**config.mk**
```make
export PLATFORM = sky130hd
export DESIGN_NAME = ram_bist
export DESIGN_NICKNAME = d
export VERILOG_FILES = /design/src/rtl/ram_bist.sv
export SDC_FILE = /design/constraint.sdc
export NUM_CORES = 1
export LEC_CHECK = 0
export CAP_MARGIN = 20
export CORE_ASPECT_RATIO = 1.25
export CORE_MARGIN = 2
export CORE_UTILIZATION = 53
export CTS_BUF_LIST = sky130_fd_sc_hd__clkbuf_16
export CTS_CLUSTER_DIAMETER = 150
export DETAILED_ROUTE_END_ITERATION = 7
export PLACE_DENSITY_LB_ADDON = 0.3
export SYNTH_ARGS = -nofsm -noshare
export SYNTH_HDL_FRONTEND = slang
export SYNTH_SLANG_ARGS = --single-unit
```
**constraint.sdc**
```tcl
create_clock -name clk -period 3.35 [get_ports clk]
set_clock_uncertainty 0.15 [all_clocks]
set_input_delay 0.5025 -clock clk [delete_from_list [all_inputs] [get_ports clk]]
set_output_delay 0.5025 -clock clk [all_outputs]
set_load 0.02 [all_outputs]
```
**src/rtl/ram_bist.sv**
```systemverilog
`default_nettype none
// ============================================================================
// ram_bist : four-phase march BIST (up/down, true/inverted) over a 256x8 RAM,
//            each access SETUP/STROBE/HOLD.                      Rev 1.0
// ============================================================================
module ram_bist (
   input  logic       clk,
   input  logic       rst_n,
   input  logic       start,
   output logic       busy,
   output logic       done,
   output logic       pass,
   output logic [7:0] fail_addr,
   output logic [7:0] fail_data,
   output logic [7:0] mem_addr,
   output logic [7:0] mem_wdata,
   output logic       mem_we,
   output logic       mem_re,
   input  logic [7:0] mem_rdata
);

   typedef enum logic [2:0] {
      IDLE  = 3'd0,
      WR_UP = 3'd1,
      RD_UP = 3'd2,
      WR_DN = 3'd3,
      RD_DN = 3'd4,
      DONE  = 3'd5
   } state_t;

   typedef enum logic [1:0] {
      S_SETUP  = 2'd0,
      S_STROBE = 2'd1,
      S_HOLD   = 2'd2
   } step_t;

   localparam logic [7:0] PATTERN = 8'hA5;

   state_t     state_q, state_d;
   step_t      step_q, step_d;
   logic       busy_q, busy_d;
   logic       done_q, done_d;
   logic       pass_q, pass_d;
   logic [7:0] fail_addr_q, fail_addr_d;
   logic [7:0] fail_data_q, fail_data_d;
   logic [7:0] addr_q, addr_d;
   logic [7:0] wdata_q, wdata_d;
   logic       we_q, we_d;
   logic       re_q, re_d;

   logic       is_wr;
   logic       is_dn;
   logic [7:0] addr_next;
   logic [7:0] addr_term;

   function automatic logic [7:0] pattern_of(input logic [7:0] a, input logic inv);
      pattern_of = inv ? ~(a ^ PATTERN) : (a ^ PATTERN);
   endfunction

   // Down phases are also the inverted-data phases, so one flag serves both.
   assign is_wr     = (state_q == WR_UP) || (state_q == WR_DN);
   assign is_dn     = (state_q == WR_DN) || (state_q == RD_DN);
   assign addr_next = is_dn ? (addr_q - 8'd1) : (addr_q + 8'd1);
   assign addr_term = is_dn ? 8'h00 : 8'hFF;

   always_ff @(posedge clk or negedge rst_n) begin
      if (!rst_n) begin
         state_q     <= IDLE;
         step_q      <= S_SETUP;
         busy_q      <= 1'b0;
         done_q      <= 1'b0;
         pass_q      <= 1'b0;
         fail_addr_q <= 8'h00;
         fail_data_q <= 8'h00;
         addr_q      <= 8'h00;
         wdata_q     <= 8'h00;
         we_q        <= 1'b0;
         re_q        <= 1'b0;
      end else begin
         state_q     <= state_d;
         step_q      <= step_d;
         busy_q      <= busy_d;
         done_q      <= done_d;
         pass_q      <= pass_d;
         fail_addr_q <= fail_addr_d;
         fail_data_q <= fail_data_d;
         addr_q      <= addr_d;
         wdata_q     <= wdata_d;
         we_q        <= we_d;
         re_q        <= re_d;
      end
   end

   always_comb begin
      state_d     = state_q;
      step_d      = step_q;
      busy_d      = busy_q;
      done_d      = done_q;
      pass_d      = pass_q;
      fail_addr_d = fail_addr_q;
      fail_data_d = fail_data_q;
      addr_d      = addr_q;
      wdata_d     = wdata_q;
      we_d        = 1'b0;
      re_d        = 1'b0;

      case (state_q)
         IDLE, DONE: begin
            if (start) begin
               state_d     = WR_UP;
               step_d      = S_SETUP;
               busy_d      = 1'b1;
               done_d      = 1'b0;
               pass_d      = 1'b0;
               fail_addr_d = 8'h00;
               fail_data_d = 8'h00;
               addr_d      = 8'h00;
               wdata_d     = pattern_of(8'h00, 1'b0);
            end
         end

         WR_UP, RD_UP, WR_DN, RD_DN: begin
            case (step_q)
               S_SETUP: begin
                  step_d = S_STROBE;
                  we_d   = is_wr;
                  re_d   = !is_wr;
               end
               S_STROBE: begin
                  step_d = S_HOLD;
               end
               default: begin
                  step_d = S_SETUP;
                  // During reads wdata_q carries the expected value.
                  if (!is_wr && (mem_rdata != wdata_q)) begin
                     state_d     = DONE;
                     busy_d      = 1'b0;
                     done_d      = 1'b1;
                     pass_d      = 1'b0;
                     fail_addr_d = addr_q;
                     fail_data_d = mem_rdata;
                  end else if (addr_q == addr_term) begin
                     case (state_q)
                        WR_UP: begin
                           state_d = RD_UP;
                           addr_d  = 8'h00;
                           wdata_d = pattern_of(8'h00, 1'b0);
                        end
                        RD_UP: begin
                           state_d = WR_DN;
                           addr_d  = 8'hFF;
                           wdata_d = pattern_of(8'hFF, 1'b1);
                        end
                        WR_DN: begin
                           state_d = RD_DN;
                           addr_d  = 8'hFF;
                           wdata_d = pattern_of(8'hFF, 1'b1);
                        end
                        default: begin
                           state_d = DONE;
                           busy_d  = 1'b0;
                           done_d  = 1'b1;
                           pass_d  = 1'b1;
                        end
                     endcase
                  end else begin
                     addr_d  = addr_next;
                     wdata_d = pattern_of(addr_next, is_dn);
                  end
               end
            endcase
         end

         default: begin
            state_d = IDLE;
            busy_d  = 1'b0;
         end
      endcase
   end

   assign busy      = busy_q;
   assign done      = done_q;
   assign pass      = pass_q;
   assign fail_addr = fail_addr_q;
   assign fail_data = fail_data_q;
   assign mem_addr  = addr_q;
   assign mem_wdata = wdata_q;
   assign mem_we    = we_q;
   assign mem_re    = re_q;

endmodule
`default_nettype wire

```
==> impl_metrics.yaml <==
outcome:
  status: "completed"
power_and_ir_drop:
  power_switching_mw: 2.08
  power_density_nw_per_um2: 1290
  p_comb_frac: 0.666
  p_seq_frac: 0.226
  power_mw: 4.40
  switching_share: 0.472
  vdd_drop_max_uv: 595
  power.internal_mw: 2.32
  pwr-share-clk: 0.107
  p_leak_nw: 1.53
cts:
  cts-htree-levels: 2
  clkSlewWorstSetupHoldPaths_ns: 0.06
  cts_sinks: 42
  post-cts-setup-buffer-count: 0
  clk_latency_ns: 0.28
  cts_hold_buf: 0
  cts_buffers: 5
  clockBufferDepth: 2
  cts-root-buf: "clkbuf_16"
  ctsResizeCount: 0
  cts_tree: "built"
synth:
  synth_nets: 322
  yosysTopAreaCell: "dfrtp_1"
  async_flop_share: 1.00
  synth-adder-area-share: 0.0347
  synthMuxAreaShare: 0.0767
  synth_top_family_by_area: "compound AO/OA/AOI/OAI gates"
  synth-simple-area-share: 0.171
  syn_area_um2: 2740
  synth_commonest_cells: "nand2_1 (45), dfrtp_1 (42), inv_1 (25)"
  yosysSeqAreaShare: 0.384
  synth_xor_area_frac: 0.0699
  post-synth-top-count-cell: "nand2_1"
  yosys_most_used_dff: "dfrtp_1"
  synth_top_area_share: 0.384
  yosys_warnings: 0
  ys_types: 56
  synthTopCellsByArea: "dfrtp_1 (38%), mux2i_1 (7.7%), nand2_1 (6.2%)"
  syn-instance-count: 304
  synth_compound_area_frac: 0.199
  synth_edf_count: 0
  synth_area_per_cell_um2: 9.01
  ys_seq_elements: 42
setup_path:
  cp_cell_sequence: "clkinv_1, o22ai_4, buf_4, inv_1, fa_1, nor2b_1, o31a_1, nor2_1, o311ai_4, xnor2_1, a22o_1"
  reg2reg_depth: 11
  cp_max_fo: 9
  rrSetupSlack_ns: 0.37
  crit_type: "flop to flop"
  worstReg2RegEnd: "mem_wdata[6]"
  worstPathRequired_ns: 3.37
  arrival_ns: 3.00
  crit_slowest_cell: "fa_1"
  worstSetupStartpointType: "flop"
  cp-end-kind: "flop"
  critPathMaxStageDelay_ns: 0.41
  reg2reg_from: "state_q[0]"
drt:
  wl_per_cell_um: 15.4
  routed_wl_um: 6410
  drt-met1-wl_um: 2720
  drtIter0Drc: 119
  via_count: 2373
  viasPerCell: 5.72
  met2_length_um: 3320
  met3WireLength_um: 244
  routed.top_layer: "met4"
  drc_errors: 0
  antenna_left: 0
  drtPass1Iterations: 4
sta:
  period_share: 0.889
  worstMarginPinSlew_ns: 0.934
  fmax_ghz: 0.336
  grt_setup_unrepaired: "false"
  slew_headroom: 0.378
  setup-violations-final: 0
  fin_crit_ns: 2.98
  final.setup.worst_slack_ns: 0.370
  hold_violations: 0
  slew_viol_final: 0
  setup_tns_ns: 0
final_layout:
  n_fill_cell: 423
  nNetsFinal: 370
  multi_input_area_um2: 1510
  areaGrowthSynthToFinish_pct: 24.3
  drive_gt1_frac: 0.0822
  fin_area_um2: 3410
  diodes: 0
  fin_cells: 415
  seq_area_um2: 1050
global_routing:
  grt_pass1_wl_um: 10700
  grt.total_usage: 0.242
  grt_max_degree: 43
  grt_pass1_vias: 2302
  antenna_found_initial: 0
  grt-ovfl-total: 0
die:
  start_util: 0.543
  core-area_um2: 5040
  io_pins: 48
  rows: 29
  die_h_um: 84.4
  dieWidth_um: 68.3
  die-area_um2: 5760
placed_design:
  hpwlAfterDp_um: 4780
  dp_cells: 407
  dpl_worst_slack_ns: 0.380
  gp_congestion: 0.871
  numPortBuffers: 47
  dpl-instance-area_um2: 3260
hold_path:
  hold_path.class: "input pin to asynchronous set/reset pin"
run:
  maxCapViolCount: 0
[power groups by stage]
stage | clock network [mW] | logic (mW) | registers (mW)
finish | 0.473 | 2.93 | 0.996
global route | 0.496 | 3.22 | 1.03
CTS | 0.476 | 2.93 | 0.995
detailed placement | 0 | 2.92 | 1.00
global placement | 0 | 2.85 | 0.991
floorplan | 0 | 1.90 | 1.14
[worst max-delay path: cells and delay by family, from the launching register on]
| kind | cells | cell delay, ns |
|---|---|---|
| AND/OR/NAND/NOR | 2 | 0.26 |
| adder cells (fa/ha/maj) | 1 | 0.41 |
| buffers and inverters | 3 | 0.58 |
| XOR/XNOR | 1 | 0.11 |
| AO/OA/AOI/OAI | 4 | 0.97 |
| flip-flops | 1 | 0.37 |
[registers in the layout (all words and copies together), names as in the netlist]
register / cells
busy: 1
fail_addr: 8
pass: 1
mem_we: 1
mem_wdata: 8
mem_addr: 8
done: 1
state_q: 3
step_q: 2
fail_data: 8
mem_re: 1
[stage by stage]
stage,hold WS [ns],utilization
2_1_floorplan,0.0569,-
3_3_place_gp,0.352,0.647
5_1_grt,0.284,0.675
6_report,0.203,0.675
4_1_cts,0.252,0.675
3_5_place_dp,0.343,0.647
[placed cells by master (no fill, tap or decap), types with 4 or more instances in the layout]
cell / synthesis / layout
clkdlybuf4s50_1: 0 / 46
nand2_1: 45 / 45
dfrtp_1: 42 / 42
inv_1: 25 / 25
mux2i_1: 21 / 21
nor2_1: 18 / 18
xnor2_1: 16 / 16
a21oi_1: 15 / 15
o21ai_0: 11 / 11
o31ai_1: 8 / 8
buf_4: 3 / 8
nand3_1: 6 / 6
nor2b_1: 6 / 6
ha_1: 6 / 6
a21o_1: 5 / 5
clkbuf_16: 0 / 5
nor3_1: 4 / 4
and2_1: 4 / 4
nand4_1: 4 / 4
o211ai_1: 4 / 4
xor2_1: 4 / 4
a211oi_1: 4 / 4
[cell type report]
class | count | share of cell area
timing repair buffer | 55 | 0.154
tap | 62 | 0.0228
clock buffer | 5 | 0.0367
sequential | 42 | 0.309
multi-input combinational | 221 | 0.443
inverter | 27 | 0.0298
clock inverter | 3 | 0.00478
[metal layers]
layer / GRT usage / vias up
met2: 0.416 / 61
met5: 0 / -
met3: 0.0308 / 14
met1: 0.309 / 1134
met4: 0.0782 / 0
li1: - / 1164
[kinds of logic (layout without fill, tap and decap cells)]
kind of cell,after synthesis,count (layout)
simple gates,98,98
compound gates,74,74
buf+inv,41,90
fa+ha+maj,7,7
xor+xnor,21,21
mux,21,21
flops,42,42
[worst max path at each step]
stage                           from      endpoint  slack (ns)  depth (start not counted)
final                     state_q[0]  mem_wdata[6]        0.37                         11
after global routing      state_q[0]   mem_addr[6]        0.16                         11
after CTS                 state_q[0]  mem_wdata[6]        0.38                         11
after detailed placement  state_q[0]  mem_wdata[6]        0.38                         11
after global placement    state_q[0]  mem_wdata[6]        0.45                         11
after floorplan           state_q[1]  mem_wdata[6]        0.31                         10
No activity file was read; power rests on OpenSTA's default activity.
